===== config.mk =====
export PLATFORM = sky130hd
export DESIGN_NAME = mem_bus_arbiter
export DESIGN_NICKNAME = d
export VERILOG_FILES = /design/src/rtl/mem_bus_arbiter_pkg.sv /design/src/rtl/mem_bus_arbiter_rr_pick2.sv /design/src/rtl/mem_bus_arbiter.sv
export SDC_FILE = /design/constraint.sdc
export NUM_CORES = 1
export LEC_CHECK = 0
export ABC_CLOCK_PERIOD_IN_PS = 2300
export BUFFER_PORTS_ARGS = -buffer_cell sky130_fd_sc_hd__buf_2
export CAP_MARGIN = 20
export CORE_AREA = 2 2 122 124
export DETAILED_ROUTE_END_ITERATION = 6
export DIE_AREA = 0 0 124 126
export PLACE_DENSITY_LB_ADDON = 0.12
export SLEW_MARGIN = 10
export SYNTH_ARGS = -nofsm -noshare
export SYNTH_HDL_FRONTEND = slang
export SYNTH_SLANG_ARGS = --single-unit

===== constraint.sdc =====
create_clock -name clk -period 2.3 [get_ports clk]
set_input_delay 0.23 -clock clk [delete_from_list [all_inputs] [get_ports clk]]
set_output_delay 0.23 -clock clk [all_outputs]
set_load 0.02 [all_outputs]

===== src/rtl/mem_bus_arbiter_pkg.sv =====
// rtl/mem_bus_arbiter_pkg.sv - shared bus widths, master ids and arbiter state encoding
package bus_defs;
   localparam int BUS_ADDR_W = 32;
   localparam int BUS_DATA_W = 32;

   localparam logic M0 = 1'b0;
   localparam logic M1 = 1'b1;

   localparam logic [1:0] ST_IDLE  = 2'd0;
   localparam logic [1:0] ST_LOCK0 = 2'd1;
   localparam logic [1:0] ST_LOCK1 = 2'd2;
endpackage


===== src/rtl/mem_bus_arbiter_rr_pick2.sv =====
// rtl/mem_bus_arbiter_rr_pick2.sv - two-way round-robin picker with one-hot grant
module rr_pick2 (
   input  logic       i_req0,
   input  logic       i_req1,
   input  logic       i_last,
   output logic [1:0] o_gnt
);
   always_comb begin
      o_gnt = {i_req1, i_req0};
      // On a tie the master that was not served last wins.
      if (i_req0 && i_req1) begin
         o_gnt = i_last ? 2'b01 : 2'b10;
      end
   end
endmodule


===== src/rtl/mem_bus_arbiter.sv =====
// rtl/mem_bus_arbiter.sv - two-master single-port RAM arbiter with lock and read return routing
import bus_defs::*;

module mem_bus_arbiter #(
   parameter int ADDR_W   = BUS_ADDR_W,
   parameter int DATA_W   = BUS_DATA_W,
   parameter int LOCK_MAX = 8
) (
   input  logic              clk,
   input  logic              rst,
   input  logic              m0_req,
   input  logic              m0_we,
   input  logic              m0_lock,
   input  logic [ADDR_W-1:0] m0_addr,
   input  logic [DATA_W-1:0] m0_wdata,
   input  logic [3:0]        m0_wstrb,
   output logic              m0_gnt,
   output logic              m0_rvalid,
   output logic [DATA_W-1:0] m0_rdata,
   input  logic              m1_req,
   input  logic              m1_we,
   input  logic              m1_lock,
   input  logic [ADDR_W-1:0] m1_addr,
   input  logic [DATA_W-1:0] m1_wdata,
   input  logic [3:0]        m1_wstrb,
   output logic              m1_gnt,
   output logic              m1_rvalid,
   output logic [DATA_W-1:0] m1_rdata,
   output logic              s_en,
   output logic              s_we,
   output logic [ADDR_W-1:0] s_addr,
   output logic [DATA_W-1:0] s_wdata,
   output logic [3:0]        s_wstrb,
   input  logic [DATA_W-1:0] s_rdata
);
   localparam int CNT_W = $clog2(LOCK_MAX + 1);
   localparam logic [CNT_W-1:0] CNT_MAX = CNT_W'(LOCK_MAX);
   localparam logic [CNT_W-1:0] CNT_ONE = CNT_W'(1);

   logic [1:0]       r_state;
   logic             r_last;
   logic [CNT_W-1:0] r_lock_cnt;
   logic             r_pend_v;
   logic             r_pend_id;
   logic             r_hold;

   logic [1:0]       w_pick;
   logic [1:0]       w_gnt;
   logic             w_active;
   logic             w_any;
   logic             w_sel;
   logic             w_sel_we;
   logic             w_sel_lock;
   logic             w_own_lock;
   logic             w_ret;
   logic [CNT_W-1:0] w_cnt_inc;
   logic [1:0]       w_state_nxt;
   logic             w_last_nxt;
   logic [CNT_W-1:0] w_cnt_nxt;

   rr_pick2 u_pick (
      .i_req0 (m0_req),
      .i_req1 (m1_req),
      .i_last (r_last),
      .o_gnt  (w_pick)
   );

   // No grants while reset is asserted nor in the first cycle after it.
   assign w_active = rst && !r_hold;

   always_comb begin
      w_gnt = w_pick;
      case (r_state)
         ST_LOCK0: w_gnt = m0_req ? 2'b01 : {m1_req, 1'b0};
         ST_LOCK1: w_gnt = m1_req ? 2'b10 : {1'b0, m0_req};
         default:  w_gnt = w_pick;
      endcase
      if (!w_active) begin
         w_gnt = 2'b00;
      end
   end

   assign m0_gnt     = w_gnt[0];
   assign m1_gnt     = w_gnt[1];
   assign w_any      = |w_gnt;
   assign w_sel      = w_gnt[1] ? M1 : M0;
   assign w_sel_we   = (w_sel == M1) ? m1_we : m0_we;
   assign w_sel_lock = (w_sel == M1) ? m1_lock : m0_lock;
   assign w_own_lock = (w_sel == M1) ? (r_state == ST_LOCK1) : (r_state == ST_LOCK0);
   assign w_cnt_inc  = r_lock_cnt + CNT_ONE;

   assign s_en    = w_any;
   assign s_we    = w_any && w_sel_we;
   assign s_addr  = !w_any ? '0 : ((w_sel == M1) ? m1_addr : m0_addr);
   assign s_wdata = !w_any ? '0 : ((w_sel == M1) ? m1_wdata : m0_wdata);
   assign s_wstrb = !(w_any && w_sel_we) ? 4'h0 : ((w_sel == M1) ? m1_wstrb : m0_wstrb);

   // Lock falls back to IDLE on lock release, idle holder, or when the cap is reached.
   always_comb begin
      w_state_nxt = ST_IDLE;
      w_cnt_nxt   = '0;
      w_last_nxt  = r_last;
      if (w_any) begin
         w_last_nxt = w_sel;
         if (w_own_lock) begin
            if (w_sel_lock && (w_cnt_inc < CNT_MAX)) begin
               w_state_nxt = r_state;
               w_cnt_nxt   = w_cnt_inc;
            end
         end else if (w_sel_lock && (LOCK_MAX > 1)) begin
            w_state_nxt = (w_sel == M1) ? ST_LOCK1 : ST_LOCK0;
            w_cnt_nxt   = CNT_ONE;
         end
      end
   end

   always_ff @(posedge clk) begin
      if (!rst) begin
         r_state    <= ST_IDLE;
         r_last     <= M1;
         r_lock_cnt <= '0;
         r_pend_v   <= 1'b0;
         r_pend_id  <= M0;
         r_hold     <= 1'b1;
      end else begin
         r_state    <= w_state_nxt;
         r_last     <= w_last_nxt;
         r_lock_cnt <= w_cnt_nxt;
         r_pend_v   <= w_any && !w_sel_we;
         r_pend_id  <= w_sel;
         r_hold     <= 1'b0;
      end
   end

   assign w_ret     = r_pend_v && rst;
   assign m0_rvalid = w_ret && (r_pend_id == M0);
   assign m1_rvalid = w_ret && (r_pend_id == M1);
   assign m0_rdata  = m0_rvalid ? s_rdata : '0;
   assign m1_rdata  = m1_rvalid ? s_rdata : '0;
endmodule

==> results of run 1 <==
sequential cells by signal (all words and copies together) (netlist names):
name,cells
r_last,1
r_hold,1
r_pend_v,1
r_pend_id,1
r_state,2
r_lock_cnt,4
path summary, 6_finish.rpt:
path	from	to	slack (ns)
setup reg to reg	r_state[0]$_SDFFE_PN0P_	r_state[1]$_SDFFE_PN0P_	0.43
hold / removal	rst	r_hold$_DFF_P_	0.20
setup / recovery	r_state[0]$_SDFFE_PN0P_	s_addr[30]	-0.1
hold reg to reg	r_lock_cnt[2]$_SDFF_PN0_	r_lock_cnt[2]$_SDFF_PN0_	0.54
per-layer routing:
layer  routed length (microns)  global-route usage  up-vias
met3                      1000              0.0258        8
met5                        21                   0        -
met2                      6280               0.266      184
met1                      3910               0.126     1359
li1                          -                   -     1449
met4                        36              0.0119        4
what timing repair did:
item | 4_1_cts | 5_1_grt
setup endpoints to repair | 70 | 70
setup buffers | 5 | 0
resized for setup | 95 | 25
pin swaps | 7 | 3
cloned | 7 | 4
cells by family after synthesis:
kind of cell    after synthesis
xor+xnor                      2
compound gates               83
fa+ha+maj                     4
simple gates                 89
buf+inv                      28
flops                        10
other cells                   1
stage by stage:
stage	power (mW)	worst slack, ns
floorplan	0.410	0.0306
global placement	0.668	0.00441
detailed placement	0.672	-0.0328
CTS	1.07	-0.0924
global route	1.15	-0.158
finish	1.09	-0.0962
report_power, final:
| part | switching, mW | internal, mW |
|---|---|---|
| sequential | 0.00542 | 0.179 |
| clock | 0.0783 | 0.225 |
| combinational | 0.280 | 0.323 |
final cells by class:
cell class / instances / area, sq um / area share
repair buffers: 339 / 2310 / 0.533
multi-input cells: 179 / 1470 / 0.340
well taps: 184 / 230 / 0.0532
flip-flops and latches: 10 / 208 / 0.0480
clock buffers: 3 / 75.1 / 0.0173
inverters: 7 / 33.8 / 0.00780
worst register-to-register path, stage by stage (launching register included):
cell	delay (ns)
dfxtp_4	0.38
inv_2	0.05
ha_4	0.20
buf_4	0.15
nand3_4	0.10
o311ai_4	0.11
buf_6	0.15
buf_4	0.14
a32oi_1	0.31
o22ai_1	0.14
cell usage in the layout (no fill, tap or decap), drive strengths merged:
cell type / count
nand3b: 1
o211ai: 2
buf: 334
ha: 4
a21o: 1
a32o: 4
and3: 2
or2: 1
nor2b: 3
a21boi: 1
conb: 1
nor3: 2
nand2: 6
o2111a: 1
a21oi: 1
nor2: 2
xor2: 2
o21ai: 3
a22o: 64
and3b: 1
and2: 66
inv: 7
a32oi: 1
o31ai: 1
o22ai: 2
o21bai: 1
o311ai: 1
nand3: 4
dfxtp: 10
clkbuf: 7
bufbuf: 1
nand4: 1
==> flow_summary.yaml, run 1 <==
global_route:
  grt_max_degree: 34
  grt_usage: 0.126
  grt_pass1_wl_microns: 15000
  antenna_found_initial: 2
  grt_pass1_vias: 2751
  grt-ovfl-total: 0
setup_path:
  cpPeakStageDelay_ns: 0.38
  crit_path_end_kind: "primary output"
  critPathMaxFanout: 6
  crit_chain: "inv_2 -> ha_4 -> or2_1 -> o2111a_2 -> and2_4 -> buf_12 -> clkbuf_16 -> a22o_1 -> buf_6"
  startpoint_type: "flip-flop"
  arrival_ns: 2.17
  crit_slowest_cell: "dfxtp_4"
  required_ns: 2.07
  reg2reg_depth: 9
  setup.worst_path.class: "reg2out"
  cp_num_cells: 9
  path_buf_inv: 4
  path_delay_family: "buffers and inverters"
die:
  die_area_sq_um: 15600
  die_h_microns: 126
  coreArea_sq_um: 14300
  initial_core_util: 0.116
  fp-row-count: 44
  ioPinCount: 314
  fp.dieW_microns: 124
status:
  failed_checks: "setup timing"
  status: "complete, but fails checks"
job:
  cap_violations: 0
sta:
  setup_viol: 44
  hold_viol: 0
  fmax_mhz: 417
  period_share: 1.04
  finalSetupTns_ns: -3.11
  rsz0062_at_grt: "yes"
  hold_ws_ns: 0.198
  timing.final.ws_setup_ns: -0.0962
  finClkSkew_ns: 0.00386
  drv_slew: 0
  final.min_clock_period_ns: 2.40
route:
  drc_errors: 0
  dr.pass1.iters: 4
  antenna_left: 0
  vias: 3004
  totalWireLength_microns: 11200
  viasPerCell: 4.16
  drtIter0Drc: 39
  wl_per_cell_microns: 15.6
hold_path:
  worstHoldPathType: "in2reg"
  whs_path_depth: 2
clocking:
  h-tree-depth: 1
  clock_latency_ns: 0.24
  cts_buffers: 3
  hold_buffers: 0
  clk_path_buf_depth: 2
  root_buffer: "clkbuf_16"
  path_clk_slew_ns: 0.04
  cts_sinks: 10
  cts_tree: "yes"
synth:
  ys.flop_type: "dfxtp_1"
  synth_top_area_frac: 0.339
  syn_area_sq_um: 1660
  synthXorXnorAreaFrac: 0.0106
  ys_seq_area_frac: 0.121
  ys_ff_latch: 10
  synth-edff-count: 0
  syn_inst: 217
  syn_nets: 397
  yosysWarningCount: 0
  synth-simple-area-share: 0.322
  yosys.area.top_type: "a22o_1"
  ys_top_cells_by_count: "and2_1 (66), a22o_1 (64), clkbuf_1 (11)"
  syn_area_per_cell_sq_um: 7.63
  synth_mux_area_frac: 0
  synth-compound-area-share: 0.432
  synth.most_common_cell: "and2_1"
  yosysUniqueCellTypes: 33
  synth_top_family_by_area: "compound AO/OA/AOI/OAI gates"
  synth-async-reset-ratio: 0
  synth_area_leaders: "a22o_1 (34%), and2_1 (25%), dfxtp_1 (12%), ha_1 (3.0%), clkbuf_1 (2.5%)"
  synthAdderAreaFrac: 0.0302
pwr:
  p_leak_nw: 2.47
  p_per_area_nw_per_um2: 252
  vdd_drop_max_uv: 160
final_layout:
  nets: 720
  finalNonFillerCells: 722
  nFillCells: 1564
  n_antenna_cell: 0
  final_area_sq_um: 4330
  drive_gt1_frac: 0.680
  fin_util: 0.302
  area_growth_pct: 162
placement:
  placed_area_sq_um: 3540
  place_congestion: 0.799
  port_buffers: 313
  place_inst: 703
  hpwlAfterDp_microns: 8720
(Power assumes the default switching activity.)
==> run 2, diff against run 1 <==
REMOVE_ABC_BUFFERS = 1   (was default)
==> run 2 against run 1 <==
Against the previous run:
- cell count increased by 0.14%
- largest cell class unchanged
- sequential cell count unchanged
- the flow still finishes with violations (setup timing)
- count of clock-buffer cells in the layout unchanged
- clock power decreased by 2%
- first-iteration DRC count increased by 54%
- global-route usage about the same
- routed wire length increased by 1.5%
- design area decreased by 0.95%
- non-clock buffer count decreased by 2
==> flow_summary.yaml, run 2 (synthesis gave the netlist of run 1 again) <==
setup_path:
  startpoint_type: "flip-flop"
  required_ns: 2.07
  crit_slowest_cell: "dfxtp_2"
  critPathMaxFanout: 5
  cpPeakStageDelay_ns: 0.37
  r2r_start: "r_state[0]$_SDFFE_PN0P_"
  arrival_ns: 2.15
  crit_path_end_kind: "primary output"
  setup.worst_path.class: "reg2out"
  path_buf_inv: 4
  path_delay_family: "buffers and inverters"
  cp-startpoint: "r_state[1]$_SDFFE_PN0P_"
  crit_chain: "inv_2 -> ha_4 -> or2_1 -> o2111a_1 -> and2_4 -> buf_12 -> buf_16 -> a22o_1 -> buf_6"
route:
  dr.pass1.iters: 4
  wl_per_cell_microns: 15.8
  totalWireLength_microns: 11400
  antenna_left: 0
  drtIter0Drc: 60
  viasPerCell: 4.12
  drc_errors: 0
  vias: 2977
clocking:
  cts_tree: "yes"
  clock_latency_ns: 0.23
  cts_buffers: 3
  h-tree-depth: 1
  cts_sinks: 10
  path_clk_slew_ns: 0.04
  root_buffer: "clkbuf_16"
  clk_path_buf_depth: 2
sta:
  final.min_clock_period_ns: 2.38
  rsz0062_at_grt: "yes"
  timing.final.ws_setup_ns: -0.0755
  period_share: 1.03
  hold_viol: 0
  fmax_mhz: 421
  drv_slew: 0
  setup_viol: 54
  finClkSkew_ns: 0.00220
final_layout:
  largest_reg_flops: 4
  nets: 718
  area_growth_pct: 159
  largest_registers: "r_lock_cnt x4, r_state x2"
  final_area_sq_um: 4290
  multi_input_area_sq_um: 1390
  final_common_cell: "buf_2"
  layout_common_cells: "buf_2 (244), buf_6 (71), and2_1 (64), a22o_1 (64), buf_4 (12)"
  regMostFlops: "r_lock_cnt"
  nFillCells: 1564
  drive_gt1_frac: 0.660
  seq_area_sq_um: 203
die:
  coreArea_sq_um: 14300
  die_area_sq_um: 15600
  die_h_microns: 126
  ioPinCount: 314
  fp.dieW_microns: 124
  initial_core_util: 0.116
  fp-row-count: 44
global_route:
  grt_pass1_vias: 2797
  grt-ovfl-total: 0
  antenna_found_initial: 4
  grt_max_degree: 34
  grt_pass1_wl_microns: 15200
  grt_usage: 0.127
pwr:
  vdd_drop_max_uv: 154
  p_per_area_nw_per_um2: 252
  p_leak_nw: 2.39
status:
  status: "complete, but fails checks"
  failed_checks: "setup timing"
placement:
  pre_cts_ws_ns: 0.0315
  placed_area_sq_um: 3450
  place_congestion: 0.787
  port_buffers: 313
  hpwlAfterDp_microns: 8750
hold_path:
  worstHoldPathType: "in2reg"
  min_from: "rst"
job:
  cap_violations: 0
==> run 2: metal layers <==
metal	global-route usage	up-vias	wire length (microns)
met5	0	-	16
met3	0.0408	14	1170
met4	0.0245	2	181
met2	0.242	179	6050
met1	0.133	1328	4000
li1	-	1454	-
==> run 2: cell type report <==
type,instances,area share
multi-input combinational,179,0.323
sequential,10,0.0473
clock buffer,3,0.0175
timing repair buffer,337,0.549
inverter,7,0.00788
antenna,3,0.00175
tap,184,0.0537
==> run 2: power by group <==
group	internal, mW	leakage (nW)	switching [mW]
registers	0.181	0.0828	0.00460
logic	0.320	2.27	0.276
clock network	0.225	0.0370	0.0744
total	0.726	2.39	0.355
==> run 2: stage by stage <==
stage	std cells	hold WS [ns]	util	TNS, ns	total power [mW]
floorplan	196	0.287	-	-59.51	0.386
global placement	704	0.442	0.241	0	0.651
detailed placement	704	0.445	0.241	0	0.654
CTS	715	0.206	0.286	-4.26	1.06
global route	721	0.224	0.299	-7.52	1.14
finish	723	0.204	0.300	-1.32	1.08
==> run 2: final timing paths <==
path / end / depth (start not counted) / slack, ns
worst max-delay path: s_addr[30] / 9 / -0.08
worst min register to register: r_last$_SDFFE_PN1P_ / 2 / 0.51
worst min-delay path: r_hold$_DFF_P_ / 2 / 0.20
worst max register to register: r_state[1]$_SDFFE_PN0P_ / 9 / 0.39
==> run 2: repair_timing <==
item,CTS,global route
pin swaps,5,5
hold buffers,0,0
resized for setup,133,33
endpoints found under the hold margin,0,0
endpoints found under the setup margin,69,69
buffers inserted,3,3
cloned,5,2
